$ cat config.mk
export PLATFORM = sky130hd
export DESIGN_NAME = cal_uart_ctrl
export DESIGN_NICKNAME = d
export VERILOG_FILES = /design/src/rtl/cal_uart_pkg.sv /design/src/rtl/cal_uart_ctrl.sv
export SDC_FILE = /design/constraint.sdc
export NUM_CORES = 1
export LEC_CHECK = 0
export ABC_AREA = 1
export BUFFER_PORTS_ARGS = -buffer_cell sky130_fd_sc_hd__buf_4
export CAP_MARGIN = 15
export CORE_MARGIN = 1
export CORE_UTILIZATION = 25
export CTS_CLUSTER_DIAMETER = 120
export DETAILED_ROUTE_END_ITERATION = 8
export PLACE_DENSITY = 0.52
export SETUP_SLACK_MARGIN = 0.02
export SYNTH_ARGS = -nofsm -noshare
export SYNTH_HDL_FRONTEND = slang
export SYNTH_SLANG_ARGS = --single-unit
$ cat constraint.sdc
create_clock -name clk -period 2.4 [get_ports clk]
set_clock_uncertainty 0.2 [all_clocks]
set_input_delay 0.12 -clock clk [delete_from_list [all_inputs] [get_ports clk]]
set_output_delay 0.12 -clock clk [all_outputs]
set_load 0.005 [all_outputs]
$ cat src/rtl/cal_uart_pkg.sv
// rtl/cal_uart_pkg.sv - shared types, op codes and ASCII constants for the calculator UART sequencer
package cal_uart_pkg;

   typedef enum logic [3:0] {
      WAIT_A,
      WAIT_OP,
      WAIT_B,
      WAIT_EQ,
      CALC,
      SEND_SIGN,
      SEND_MSB,
      SEND_LSB,
      SEND_ERR,
      SEND_EOL
   } state_t;

   typedef struct packed {
      logic       valid;
      logic [3:0] code;
   } op_dec_t;

   localparam logic [3:0] OP_MUL = 4'd10;
   localparam logic [3:0] OP_ADD = 4'd11;
   localparam logic [3:0] OP_SUB = 4'd13;
   localparam logic [3:0] OP_DIV = 4'd15;

   localparam logic [7:0] CH_ZERO  = 8'h30;
   localparam logic [7:0] CH_NINE  = 8'h39;
   localparam logic [7:0] CH_EQ    = 8'h3D;
   localparam logic [7:0] CH_SPACE = 8'h20;
   localparam logic [7:0] CH_MINUS = 8'h2D;
   localparam logic [7:0] CH_QMARK = 8'h3F;
   localparam logic [7:0] CH_E     = 8'h45;

   function automatic op_dec_t char_to_op(input logic [7:0] ch);
      op_dec_t d;
      d = '{valid: 1'b1, code: 4'd0};
      case (ch)
         8'h2A:   d.code = OP_MUL;
         8'h2B:   d.code = OP_ADD;
         8'h2D:   d.code = OP_SUB;
         8'h2F:   d.code = OP_DIV;
         default: d.valid = 1'b0;
      endcase
      return d;
   endfunction

endpackage

$ cat src/rtl/cal_uart_ctrl.sv
// rtl/cal_uart_ctrl.sv - parses "<digit><op><digit>=" from UART RX, drives the BCD calculator, streams the ASCII result to TX
module cal_uart_ctrl
   import cal_uart_pkg::*;
#(
   parameter logic [7:0] EOL_CHAR      = 8'h0D,
   parameter int          SUPPRESS_ZERO = 1,
   parameter int          TIMEOUT_CYC   = 50_000_000
) (
   input  logic       clk,
   input  logic       rst_n,
   input  logic [7:0] rx_data,
   input  logic       rx_valid,
   output logic [7:0] tx_data,
   output logic       tx_valid,
   input  logic       tx_ready,
   output logic [3:0] cal_a,
   output logic [3:0] cal_op,
   output logic [3:0] cal_b,
   input  logic       cal_sign,
   input  logic [3:0] cal_msb,
   input  logic [3:0] cal_lsb,
   output logic       busy,
   output logic [7:0] err_cnt
);

   localparam logic [31:0] TMO_LAST = 32'(TIMEOUT_CYC - 1);

   state_t      state;
   logic [31:0] timer;
   logic        res_sign;
   logic [3:0]  res_msb;
   logic [3:0]  res_lsb;

   logic        is_digit;
   logic        is_space;
   op_dec_t     op_dec;
   logic        in_wait;
   logic        sending;
   logic        bad_class;
   logic        parse_err;
   logic        overrun;
   logic        timeout;
   logic [3:0]  msb_src;
   logic [3:0]  lsb_src;
   state_t      tail_state;
   logic [7:0]  tail_byte;

   assign is_digit = (rx_data >= CH_ZERO) && (rx_data <= CH_NINE);
   assign is_space = (rx_data == CH_SPACE);
   assign op_dec   = char_to_op(rx_data);
   assign in_wait  = (state == WAIT_OP) || (state == WAIT_B) || (state == WAIT_EQ);
   assign sending  = !in_wait && (state != WAIT_A);
   assign busy     = (state != WAIT_A);

   always_comb begin
      bad_class = 1'b0;
      case (state)
         WAIT_A:  bad_class = !is_digit;
         WAIT_OP: bad_class = !op_dec.valid;
         WAIT_B:  bad_class = !is_digit;
         WAIT_EQ: bad_class = (rx_data != CH_EQ);
         default: bad_class = 1'b0;
      endcase
   end

   assign parse_err = rx_valid && !is_space && bad_class;
   assign overrun   = rx_valid && sending;
   assign timeout   = (TIMEOUT_CYC != 0) && in_wait && !rx_valid && (timer == TMO_LAST);

   // In CALC the result registers are being loaded, so pick the byte after the sign straight from the datapath.
   always_comb begin
      msb_src = (state == CALC) ? cal_msb : res_msb;
      lsb_src = (state == CALC) ? cal_lsb : res_lsb;
      if ((msb_src != 4'd0) || (SUPPRESS_ZERO == 0)) begin
         tail_state = SEND_MSB;
         tail_byte  = CH_ZERO | {4'h0, msb_src};
      end else begin
         tail_state = SEND_LSB;
         tail_byte  = CH_ZERO | {4'h0, lsb_src};
      end
   end

   always_ff @(posedge clk or negedge rst_n) begin
      if (!rst_n) begin
         state    <= WAIT_A;
         timer    <= 32'd0;
         tx_data  <= 8'h00;
         tx_valid <= 1'b0;
         cal_a    <= 4'd0;
         cal_op   <= 4'd0;
         cal_b    <= 4'd0;
         res_sign <= 1'b0;
         res_msb  <= 4'd0;
         res_lsb  <= 4'd0;
         err_cnt  <= 8'd0;
      end else begin
         if ((parse_err || overrun || timeout) && (err_cnt != 8'hFF))
            err_cnt <= err_cnt + 8'd1;

         if (!in_wait || rx_valid)
            timer <= 32'd0;
         else
            timer <= timer + 32'd1;

         if (parse_err) begin
            state    <= SEND_ERR;
            tx_data  <= CH_QMARK;
            tx_valid <= 1'b1;
         end else if (timeout) begin
            state <= WAIT_A;
         end else begin
            case (state)
               WAIT_A: if (rx_valid && is_digit) begin
                  cal_a <= rx_data[3:0];
                  state <= WAIT_OP;
               end
               WAIT_OP: if (rx_valid && op_dec.valid) begin
                  cal_op <= op_dec.code;
                  state  <= WAIT_B;
               end
               WAIT_B: if (rx_valid && is_digit) begin
                  cal_b <= rx_data[3:0];
                  state <= WAIT_EQ;
               end
               WAIT_EQ: if (rx_valid && (rx_data == CH_EQ))
                  state <= CALC;
               CALC: begin
                  res_sign <= cal_sign;
                  res_msb  <= cal_msb;
                  res_lsb  <= cal_lsb;
                  tx_valid <= 1'b1;
                  if ((cal_op == OP_DIV) && (cal_b == 4'd0)) begin
                     state   <= SEND_ERR;
                     tx_data <= CH_E;
                  end else if (cal_sign) begin
                     state   <= SEND_SIGN;
                     tx_data <= CH_MINUS;
                  end else begin
                     state   <= tail_state;
                     tx_data <= tail_byte;
                  end
               end
               SEND_SIGN: if (tx_ready) begin
                  state   <= tail_state;
                  tx_data <= tail_byte;
               end
               SEND_MSB: if (tx_ready) begin
                  state   <= SEND_LSB;
                  tx_data <= CH_ZERO | {4'h0, res_lsb};
               end
               SEND_LSB, SEND_ERR: if (tx_ready) begin
                  state   <= SEND_EOL;
                  tx_data <= EOL_CHAR;
               end
               SEND_EOL: if (tx_ready) begin
                  state    <= WAIT_A;
                  tx_valid <= 1'b0;
               end
               default: state <= WAIT_A;
            endcase
         end
      end
   end

endmodule
# Word-level counts from Yosys, hierarchy flattened
# Index checks and enable logic that the tools add are counted.
[word_totals] register_bits=73 latchBits=0 ram_bits=0 mem_bits_ro=0 input_bits=21 out_inout_bits=30 wordCells=119 memories=0
[classes] addsub=2 n_mul=0 div=0 magnitude_cmp=2 eq_ne=32 shift=0 mux=33 n_bitwise=2 reduce_logical=38
[ops] cell="4-bit 2-to-1 mux" n=15
[ops] cell="8-bit 2-to-1 mux" n=7
[ops] cell="8-bit by 6-bit equality test with 1-bit output, second input constant" n=6
[ops] cell="4-bit one-hot mux with 9 select lines" n=1
[ops] cell="32-bit by 1-bit adder with 32-bit output, second input constant" n=1
[ops] cell="32-bit by 26-bit equality test with 1-bit output, second input constant" n=1
[ops] cell="32-bit 2-to-1 mux" n=1
[ops] cell="8-bit one-hot mux with 4 select lines" n=1
[ops] cell="4-bit inequality test, second input constant" n=5
[ops] cell="4-bit by 3-bit equality test with 1-bit output, second input constant" n=4
[ops] cell="4-bit one-hot mux with 4 select lines" n=1
[ops] cell="4-bit equality test, second input constant" n=3
[ops] cell="1-bit logical AND" n=12
[ops] cell="3-bit inequality test, second input constant" n=4
[ops] cell="4-bit by 3-bit inequality test with 1-bit output, second input constant" n=3
[ops] cell="4-bit AND reduction" n=3
[ops] cell="8-bit by 1-bit adder with 8-bit output, second input constant" n=1
[ops] cell="4-bit by 2-bit equality test with 1-bit output, second input constant" n=2
[ops] cell="8-bit by 6-bit greater-or-equal comparator with 1-bit output, second input constant" n=1
[ops] cell="8-bit by 6-bit <= comparator with 1-bit output, second input constant" n=1
[ops] cell="4-bit zero test" n=2
[ops] cell="8-bit by 6-bit inequality test with 1-bit output, second input constant" n=1
[ops] cell="8-bit inequality test, second input constant" n=1
[ops] cell="8-bit AND reduction" n=1
[ops] cell="other kinds (16)" n=31

# Logic depth before layout (Yosys ltp)
# Gate-level depths: netlist of the first run.
[depth] ltp_word=9 ltp_mapped=14 mapped_depth_nobuf=14

# Worst setup path after synthesis of the first run
# No wires, ideal clock.
[synth_timing] path_type="register to register" startpoint="register timer[0]" endpoint="register timer[24]" setup_ns=0.077 t_arrival_ns=1.538 required_time_ns=2.123 slack_ns=0.585 stages_incl_launch_ff=12 path_buffers=0 period_less_slack_ns=1.815 cell_sequence="dfrtp_1 > ha_1 > nand3_2 > nor2_1 > nand2_1 > nor2_1 > nand2_1 > nor2_2 > nand2_1 > nor2_1 > o21ai_0 > a21oi_1"
[synth_via] elab_chain_len=2
[synth_rtl] element="start: declaration" line="cal_uart_ctrl.sv:29" text="logic [31:0] timer;"
[synth_rtl] element="start signal: assignment" line="cal_uart_ctrl.sv:103" text="timer <= timer + 32'd1;"
[synth_rtl] element="32-bit by 1-bit adder with 32-bit output" line="cal_uart_ctrl.sv:103"
[synth_rtl] element="32-bit 2-to-1 mux" line="cal_uart_ctrl.sv:100" text="if (!in_wait || rx_valid)"
# Every way passes these cells.
# A chain may end at the register's enable or synchronous reset.

# Worst setup path after layout of the first run
[layout_timing] startpoint="register state[3]" endpoint="register err_cnt[7]"
[layout_via] elab_chain_len=9 elab_cells_between_ends=18 classes_between="3 x eq/ne; 1 x mux; 14 x reduce/logical"
[layout_rtl] element="start: declaration" line="cal_uart_ctrl.sv:28" text="state_t state;"
[layout_rtl] element="start signal: assignment" line="cal_uart_ctrl.sv:139" text="state <= tail_state;"
[layout_rtl] element="start signal: assignment" line="cal_uart_ctrl.sv:144" text="state <= tail_state;"
[layout_rtl] element="branches (longest 7 deep; another with 4-bit by 2-bit equality test with 1-bit output)"
[layout_rtl] element="1-bit logical OR *" line="cal_uart_ctrl.sv:97" text="if ((parse_err || overrun || timeout) && (err_cnt != 8'hFF))"
[layout_rtl] element="1-bit logical AND *" line="cal_uart_ctrl.sv:97"
[layout_rtl] element="end signal: assignment" line="cal_uart_ctrl.sv:98" text="err_cnt <= err_cnt + 8'd1;"
[layout_rtl] element="end: declaration" line="cal_uart_ctrl.sv:23" text="output logic [7:0] err_cnt"
# Mark *: on every way between the ends.

==> results.yml, run 1 <==
status:
  outcome: "complete, no violations"
min_path:
  hp-class: "input pin to asynchronous set/reset pin"
pwr:
  leakage_nw: 2.36
  pwr_density_cell_mw_per_mm2: 897
  power_frac_seq_pct: 35.3
  clkPwrFrac_pct: 29.1
  swShare_pct: 35.8
  power.switching_mw: 1.68
  p_int_mw: 3.01
  vdd_drop_max_mv: 0.305
  pwr-share-comb_pct: 35.6
setup_path:
  worstPathArrival_ns: 2.22
  crit_type: "register to register"
  crit_path_start_kind: "register"
  cp_common_cell: "nand2_1"
  crit_buf_inv: 1
  worst_path_max_delay_cell: "dfrtp_1"
  setup.worst_path.end_class: "register"
  critical-path-max-stage-delay_ns: 0.49
  crit_family: "simple AND/OR/NAND/NOR gates"
  cp_cell_sequence: "nor2_2, inv_2, nor2_1, nand2_1, nand2_2, nand2_4, nand3_4, nand2_4, nand2_1, nand2_1"
  reg2reg_depth: 10
  worstPathMaxFanout: 13
  required_ns: 2.42
  cp.depth: 10
timing:
  clock.fmax_ghz: 0.454
  grt_setup_unrepaired: "no"
  finalCritPeriodShare_pct: 91.8
  fin_crit_ns: 2.20
  drv_slew: 0
  tns_ns: 0
  worstMarginPinSlew_ns: 0.499
  setup_viol: 0
  final_hold_viol_count: 0
  max-slew-margin-rel_pct: 66.5
detailed_routing:
  drc: 0
  via_count: 3844
  first_iter_violations: 256
  vias_per_cell: 4.52
  postRouteAntennaNets: 0
  wl_per_cell_um: 12.7
  wl_um: 10800
  dr.pass1.iters: 5
final_layout:
  final_layout_size_suffix_gt1_share_pct: 15.9
  final_util_pct: 32.6
  final_nets: 652
  fill_cells: 1701
  syn_to_final_growth_pct: 26.0
  antenna_cells: 0
clock_network:
  tritoncts.num_buffers: 9
  htree_levels: 3
  postCtsSetupRepairBufs: 0
  clock_path_buffers: 2
  cts-root-buf: "clkbuf_16"
  insertion_delay_ns: 0.34
  clock-sinks: 72
  clk_pin_slew_ns: 0.06
  cts_tree: "yes"
logic_synthesis:
  synth_top_cells_by_area: "dfrtp_1 43%, nand2_1 14%, nor2_1 6.0%"
  synth_area_per_cell_um2: 7.48
  ys_types: 47
  yosys_warnings: 0
  ys_seq_area_share_pct: 43.3
  ys_ff_latch: 72
  synth_top_area_share_pct: 43.3
  ys.flop_type: "dfrtp_1"
  synth_top_cell_by_area: "dfrtp_1"
  syn_area_mm2: 0.00416
  synth_edf_count: 0
  async_flop_share_pct: 100
  synth_fp_nets: 579
  synth_cells: 556
die:
  core-area_mm2: 0.0161
  boundaryPins: 51
  die_w_um: 131
  die_h_um: 131
  fp-row-count: 46
  start_util_pct: 25.9
  die_area_mm2: 0.0171
grt:
  gr-total-overflow: 0
  grt_usage_pct: 13.5
  antenna_found_initial: 0
  grt_max_degree: 32
  grt_pass1_vias: 3722
  grt_pass1_wl_um: 18000
place:
  numPortBuffers: 49
  place_hpwl_um: 8220
  gp_congestion: 0.865
job:
  maxCapViolCount: 0
## logic make-up after synthesis
group | synth area share [%]
DFF | 43.3
other | 0.0902
adders and majority gates | 0.602
xor gates and xnor gates | 4.21
and+or+nand+nor | 36.0
muxes | 0.271
AOI/OAI and AO/OA | 8.40
buffers and inverters | 7.04
## layer usage
metal	global-route usage, %	routed length [um]
met1	19.3	5440
met2	19.6	4700
met3	2.28	429
met4	6.63	228
met5	0	0
## final timing paths
check | startpoint | slack [ns] | endpoint
hold / removal | rst_n | 0.06 | timer[12]$_DFF_PN0_
setup reg to reg | state[3]$_DFFE_PN0P_ | 0.20 | err_cnt[7]$_DFFE_PN0P_
hold reg to reg | tx_data[2]$_DFFE_PN0P_ | 0.28 | tx_data[2]$_DFFE_PN0P_
min in group clk | rx_valid | 0.08 | cal_op[2]$_DFFE_PN0P_
max in group asynchronous | rst_n | 1.25 | timer[6]$_DFF_PN0_
setup / recovery | state[3]$_DFFE_PN0P_ | 0.20 | err_cnt[7]$_DFFE_PN0P_
## stage by stage
stage | hold WS, ns | power (mW) | area [um^2] | setup slack [ns] | cells
floorplan | -0.376 | 2.74 | 4160 | 0.585 | 556
global placement | -0.105 | 3.32 | 4780 | 0.278 | 819
detailed placement | -0.105 | 3.33 | 4780 | 0.228 | 819
CTS | 0.0693 | 4.74 | 5230 | 0.213 | 850
global route | 0.103 | 5.04 | 5240 | 0.0457 | 850
finish | 0.0630 | 4.70 | 5240 | 0.197 | 850
## layout make-up
type                    instances  area [um^2]  area share (%)
clock inverters                 3         40.0           0.764
repair buffers                 69          556            10.6
well taps                     216          270            5.16
clock buffers                  13          260            4.97
multi-input cells             413         2070            39.5
flip-flops and latches         72         1800            34.4
inverters                      64          243            4.63
## power by group through the flow
stage                     combinational, mW  sequential (mW)  clock (mW)
after detailed placement               1.66             1.68           0
after global routing                   1.89             1.69        1.46
after CTS                              1.69             1.66        1.40
after floorplan                        1.09             1.65           0
final                                  1.67             1.66        1.37
after global placement                 1.64             1.67           0
## cell usage after synthesis (3+ instances only)
master / count
dfrtp_1: 72
nor3b_1: 3
nor3_1: 18
o21a_1: 6
o21ai_0: 19
nor2_2: 6
nor2_4: 4
inv_1: 60
nor2_1: 66
inv_2: 3
nand2_1: 159
nand4_1: 12
a21oi_1: 15
nand3_1: 38
nand2_2: 6
nand3b_1: 3
nor4_1: 6
o21ai_1: 6
xnor2_1: 6
xor2_1: 14
## cells in the final DEF, fill, tap and decap left out, drive strengths merged, types with 6 or more instances in the layout
cell type,instances
buf,54
nand2,167
xor2,14
clkbuf,13
xnor2,6
dfrtp,72
nand4,12
nand3,40
o21a,6
a21oi,16
inv,64
nor3,20
nor4,7
dlygate4sd3,15
o21ai,27
nor2,76
## state kept, by name, summed over array words and instances (netlist names)
signal	flops
timer	32
err_cnt	8
res_lsb	4
res_msb	4
cal_op	4
cal_b	4
cal_a	4
tx_valid	1
tx_data	7
state	4
## repair_timing
action | 4_1_cts | 5_1_grt
setup endpoints to repair | 0 | 2
endpoints found under the hold margin | 67 | 0
hold buffers | 15 | 0
resized for setup | 0 | 1
Note: power is estimated with default switching activity, not from simulation.
==> run 2: changes to the inputs <==
CORE_UTILIZATION = 60   (was 25)
CTS_BUF_LIST = sky130_fd_sc_hd__clkbuf_4 sky130_fd_sc_hd__clkbuf_8   (was default)
PLACE_DENSITY = 0.93   (was 0.52)
==> results.yml, run 2 (synthesis gave the netlist of run 1 again) <==
grt:
  grt_usage_pct: 30.2
  grt_max_degree: 73
  gr-total-overflow: 0
  grt_pass1_vias: 3869
  antenna_found_initial: 0
  grt_pass1_wl_um: 17100
setup_path:
  worstPathArrival_ns: 2.20
  worst_path_max_delay_cell: "dfrtp_1"
  critical-path-max-stage-delay_ns: 0.50
  crit_family: "simple AND/OR/NAND/NOR gates"
  cp_common_cell: "nand2_1"
  reg2reg_depth: 10
  crit_buf_inv: 1
  ff2ff_setup_slack_ns: 0.26
  worstPathMaxFanout: 13
  crit_path_start_kind: "register"
  required_ns: 2.46
  setup.worst_path.end_class: "register"
  crit_type: "register to register"
  r2r_end: "err_cnt[1]$_DFFE_PN0P_"
  cp_cell_sequence: "nor2_2, inv_2, nor2_1, nand2_1, nand2_2, nand2_4, nand3_4, nand2_4, nand2_1, nand2_1"
  reg2reg_from: "state[3]$_DFFE_PN0P_"
detailed_routing:
  dr.pass1.iters: 5
  vias_per_cell: 5.69
  via_count: 4025
  wl_per_cell_um: 14.7
  wl_um: 10400
  first_iter_violations: 418
  drc: 0
  postRouteAntennaNets: 0
pwr:
  leakage_nw: 2.30
  power.switching_mw: 1.69
  clkPwrFrac_pct: 22.9
  pwr_density_cell_mw_per_mm2: 882
  vdd_drop_max_mv: 0.710
  p_int_mw: 2.67
  swShare_pct: 38.8
  power_frac_seq_pct: 38.2
  pwr-share-comb_pct: 38.9
min_path:
  hp-class: "input pin to register"
  holdCritStartpoint: "rx_valid"
  hold_end: "cal_op[2]$_DFFE_PN0P_"
  min_path_cells: 4
status:
  outcome: "complete, no violations"
clock_network:
  clock_path_buffers: 2
  cts_tree: "yes"
  htree_levels: 3
  cts-root-buf: "clkbuf_8"
  tritoncts.num_buffers: 9
  insertion_delay_ns: 0.36
  clock-sinks: 72
  clk_pin_slew_ns: 0.08
  postCtsSetupRepairBufs: 0
final_layout:
  final_nets: 649
  largestRegisters: "timer (32), err_cnt (8), tx_data (7)"
  layout_commonest_cell: "nand2_1"
  regMostFlops: "timer"
  layout_common_cells: "159 x nand2_1, 72 x dfrtp_1, 66 x nor2_1, 60 x inv_1, 51 x buf_4"
  final_layout_size_suffix_gt1_share_pct: 15.8
  largest_reg_flops: 32
  syn_to_final_growth_pct: 18.9
  antenna_cells: 0
  fill_cells: 464
timing:
  fin_ws_ns: 0.256
  fin_crit_ns: 2.14
  final_hold_viol_count: 0
  drv_slew: 0
  grt_setup_unrepaired: "no"
  max-slew-margin-rel_pct: 40.9
  worstMarginPinSlew_ns: 0.887
  tns_ns: 0
  finalCritPeriodShare_pct: 89.3
  clock.fmax_ghz: 0.466
  setup_viol: 0
  whs_ns: 0.0559
die:
  fp-row-count: 29
  boundaryPins: 51
  core-area_mm2: 0.00653
  die_area_mm2: 0.00726
  die_w_um: 85.2
  start_util_pct: 63.6
  die_h_um: 85.2
job:
  maxCapViolCount: 0
place:
  gp_congestion: 0.955
  preCtsSetupSlack_ns: 0.256
  numPortBuffers: 49
  place_hpwl_um: 7240
[run 2: cell type report]
cell class	count	area, um^2	share of cell area, %
Timing Repair Buffer	66	533	10.8
Clock buffer	11	145	2.94
Clock inverter	5	56.3	1.14
Inverter	64	243	4.91
Tap cell	77	96.3	1.95
Sequential cell	72	1800	36.5
Multi-Input combinational cell	413	2070	41.8
[run 2: layer usage]
| layer | up-vias | global-route usage [%] | wire length (um) |
|---|---|---|---|
| li1 | 1936 | - | - |
| met3 | 33 | 6.42 | 646 |
| met4 | 0 | 13.4 | 337 |
| met1 | 1888 | 35.9 | 4150 |
| met2 | 168 | 52.9 | 5280 |
| met5 | - | 0 | 0 |
[run 2: timing repair]
item,4_1_cts,5_1_grt
endpoints found under the hold margin,97,0
hold buffers,15,0
gates resized for setup,0,1
endpoints found under the setup margin,0,4
[run 2: power groups by stage]
| stage | registers [mW] | logic, mW | clock network (mW) |
|---|---|---|---|
| after floorplan | 1.65 | 1.09 | 0 |
| after global placement | 1.66 | 1.57 | 0 |
| after detailed placement | 1.68 | 1.64 | 0 |
| after CTS | 1.66 | 1.68 | 0.991 |
| after global routing | 1.69 | 1.88 | 1.05 |
| final | 1.66 | 1.70 | 0.997 |
[run 2: worst min-delay path: cells and delay by family]
family          cells  cell delay (ns)
buf+inv             1             0.14
simple gates        2             0.14
compound gates      1             0.18
[run 2: through the flow]
stage	total power, mW	cells	area (um^2)	utilization, %
after floorplan	2.74	556	4160	-
after global placement	3.23	677	4590	70.2
after detailed placement	3.32	677	4590	70.2
after CTS	4.32	708	4940	75.6
after global routing	4.61	708	4940	75.7
final	4.36	708	4940	75.7
[run 2: how the worst max path moves through the flow]
stage | from | end | slack, ns | cells after the start
after floorplan | timer[0]$_DFF_PN0_ | timer[24]$_DFF_PN0_ | 0.58 | 11
after detailed placement | state[3]$_DFFE_PN0P_ | tx_data[1]$_DFFE_PN0P_ | 0.26 | 12
after CTS | state[3]$_DFFE_PN0P_ | tx_data[1]$_DFFE_PN0P_ | 0.24 | 12
after global routing | timer[0]$_DFF_PN0_ | timer[24]$_DFF_PN0_ | 0.1 | 11
final | state[3]$_DFFE_PN0P_ | err_cnt[1]$_DFFE_PN0P_ | 0.26 | 10
after global placement | state[3]$_DFFE_PN0P_ | tx_data[1]$_DFFE_PN0P_ | 0.26 | 12
==> run 3: changes to the inputs <==
REMOVE_ABC_BUFFERS = 1   (was default)
==> results.yml, run 3 (synthesis gave the netlist of run 1 again) <==
timing:
  drv_slew: 0
  fin_crit_ns: 2.19
  grt_setup_unrepaired: "no"
  tns_ns: 0
  clock.fmax_ghz: 0.456
  worstMarginPinSlew_ns: 0.889
  fin_ws_ns: 0.209
  finalCritPeriodShare_pct: 91.3
  final_hold_viol_count: 0
  max-slew-margin-rel_pct: 40.7
  setup_viol: 0
detailed_routing:
  vias_per_cell: 5.64
  postRouteAntennaNets: 0
  first_iter_violations: 279
  wl_per_cell_um: 14.4
  drc: 0
  via_count: 3990
  wl_um: 10200
  dr.pass1.iters: 7
setup_path:
  setup.worst_path.start: "timer[0]$_DFF_PN0_"
  cp_common_cell: "nand2_1"
  reg2reg_from: "timer[0]$_DFF_PN0_"
  required_ns: 2.44
  setup.worst_path.end_class: "register"
  crit_buf_inv: 1
  reg2reg_depth: 10
  crit_type: "register to register"
  worstPathMaxFanout: 9
  cp_cell_sequence: "ha_1, nand3_2, inv_1, nand4_1, nor3_1, nand3_1, nand3_4, nand2_4, nand2_1, nand2_1"
  worst_path_max_delay_cell: "dfrtp_1"
  cp.depth: 10
  critical-path-max-stage-delay_ns: 0.42
  worstPathArrival_ns: 2.23
  crit_path_start_kind: "register"
  crit_family: "simple AND/OR/NAND/NOR gates"
clock_network:
  insertion_delay_ns: 0.36
  clock-sinks: 72
  tritoncts.num_buffers: 9
  postCtsSetupRepairBufs: 0
  clock_path_buffers: 2
  clk_pin_slew_ns: 0.09
  cts_tree: "yes"
  cts-root-buf: "clkbuf_8"
  htree_levels: 3
pwr:
  leakage_nw: 2.30
  clkPwrFrac_pct: 22.9
  power_frac_seq_pct: 38.2
  power_mw: 4.33
  vdd_drop_max_mv: 0.669
  swShare_pct: 38.5
  pwr-share-comb_pct: 38.9
  p_int_mw: 2.66
  pwr_density_cell_mw_per_mm2: 874
  power.switching_mw: 1.66
final_layout:
  final_nets: 649
  largestRegisters: "timer (32), err_cnt (8), tx_data (7)"
  regMostFlops: "timer"
  layout_common_cells: "159 x nand2_1, 72 x dfrtp_1, 64 x nor2_1, 60 x inv_1, 51 x buf_4"
  layout_commonest_cell: "nand2_1"
  final_layout_size_suffix_gt1_share_pct: 16.2
  antenna_cells: 0
  syn_to_final_growth_pct: 19.1
  fill_cells: 479
  largest_reg_flops: 32
die:
  core-area_mm2: 0.00653
  die_w_um: 85.2
  die_h_um: 85.2
  fp-row-count: 29
  die_area_mm2: 0.00726
  boundaryPins: 51
  start_util_pct: 63.6
place:
  gp_congestion: 0.949
  numPortBuffers: 49
  place_hpwl_um: 7370
  preCtsSetupSlack_ns: 0.211
min_path:
  min_path_cells: 4
  hp-class: "input pin to register"
  holdCritStartpoint: "rx_valid"
grt:
  antenna_found_initial: 0
  gr-total-overflow: 0
  grt_pass1_vias: 3822
  grt_max_degree: 73
  grt_usage_pct: 30.4
  grt_pass1_wl_um: 17300
job:
  maxCapViolCount: 0
status:
  outcome: "complete, no violations"
[run 3: cell count changes in the layout (fill, tap and decap cells not counted)]
| cell | change |
|---|---|
| inv_6 | +2 |
| clkbuf_4 | -1 |
| nor2_2 | +2 |
| nor2_1 | -2 |
| clkinv_4 | -1 |
[run 3: area by class of cell]
type	count	area, um^2	share of cell area, %
sequential	72	1800	36.4
timing repair buffer	66	533	10.8
multi-input combinational	413	2070	41.9
inverter	64	243	4.91
clock buffer	10	138	2.78
clock inverter	6	65.1	1.31
tap	77	96.3	1.95
[run 3: worst min-delay path: stages]
cell and delay, ns:
buf_4 0.14, nand2_1 0.07, nor2_1 0.08, o21a_1 0.18
[run 3: metrics by stage]
stage / utilization [%] / cell area (um^2) / hold WS (ns) / std cells
after floorplan: - / 4110 / -0.376 / 549
after global placement: 70.2 / 4590 / 0.0880 / 677
after detailed placement: 70.2 / 4590 / 0.102 / 677
after CTS: 75.6 / 4940 / 0.0613 / 708
after global routing: 75.8 / 4950 / 0.0844 / 708
final: 75.8 / 4950 / 0.0637 / 708
[run 3: final timing paths]
check                                         endpoint  slack [ns]
worst max-delay path            err_cnt[2]$_DFFE_PN0P_        0.21
worst min-delay path             cal_op[2]$_DFFE_PN0P_        0.06
worst max register to register  err_cnt[2]$_DFFE_PN0P_        0.21
worst min register to register  tx_data[0]$_DFFE_PN0P_        0.29
max in group asynchronous           timer[5]$_DFF_PN0_        1.19
min in group asynchronous           timer[1]$_DFF_PN0_        0.22
[run 3: metal layers]
metal,part of all wire (%),up-vias,track usage [%]
met5,0,-,0
met4,2.7,0,12.0
met3,6.1,33,7.78
met2,51,158,53.9
met1,40,1862,35.2
li1,-,1937,-
[run 3: power by group through the flow]
stage	sequential, mW	clock [mW]	combinational, mW
5_1_grt	1.69	1.04	1.87
3_3_place_gp	1.66	0	1.57
4_1_cts	1.65	0.998	1.67
3_5_place_dp	1.67	0	1.64
6_report	1.65	0.993	1.68
2_1_floorplan	1.65	0	1.06
[run 3: repair_timing]
action / 4_1_cts / 5_1_grt
endpoints found under the setup margin: 0 / 5
resized for setup: 0 / 3
hold buffers: 15 / 0
hold endpoints to repair: 95 / 0
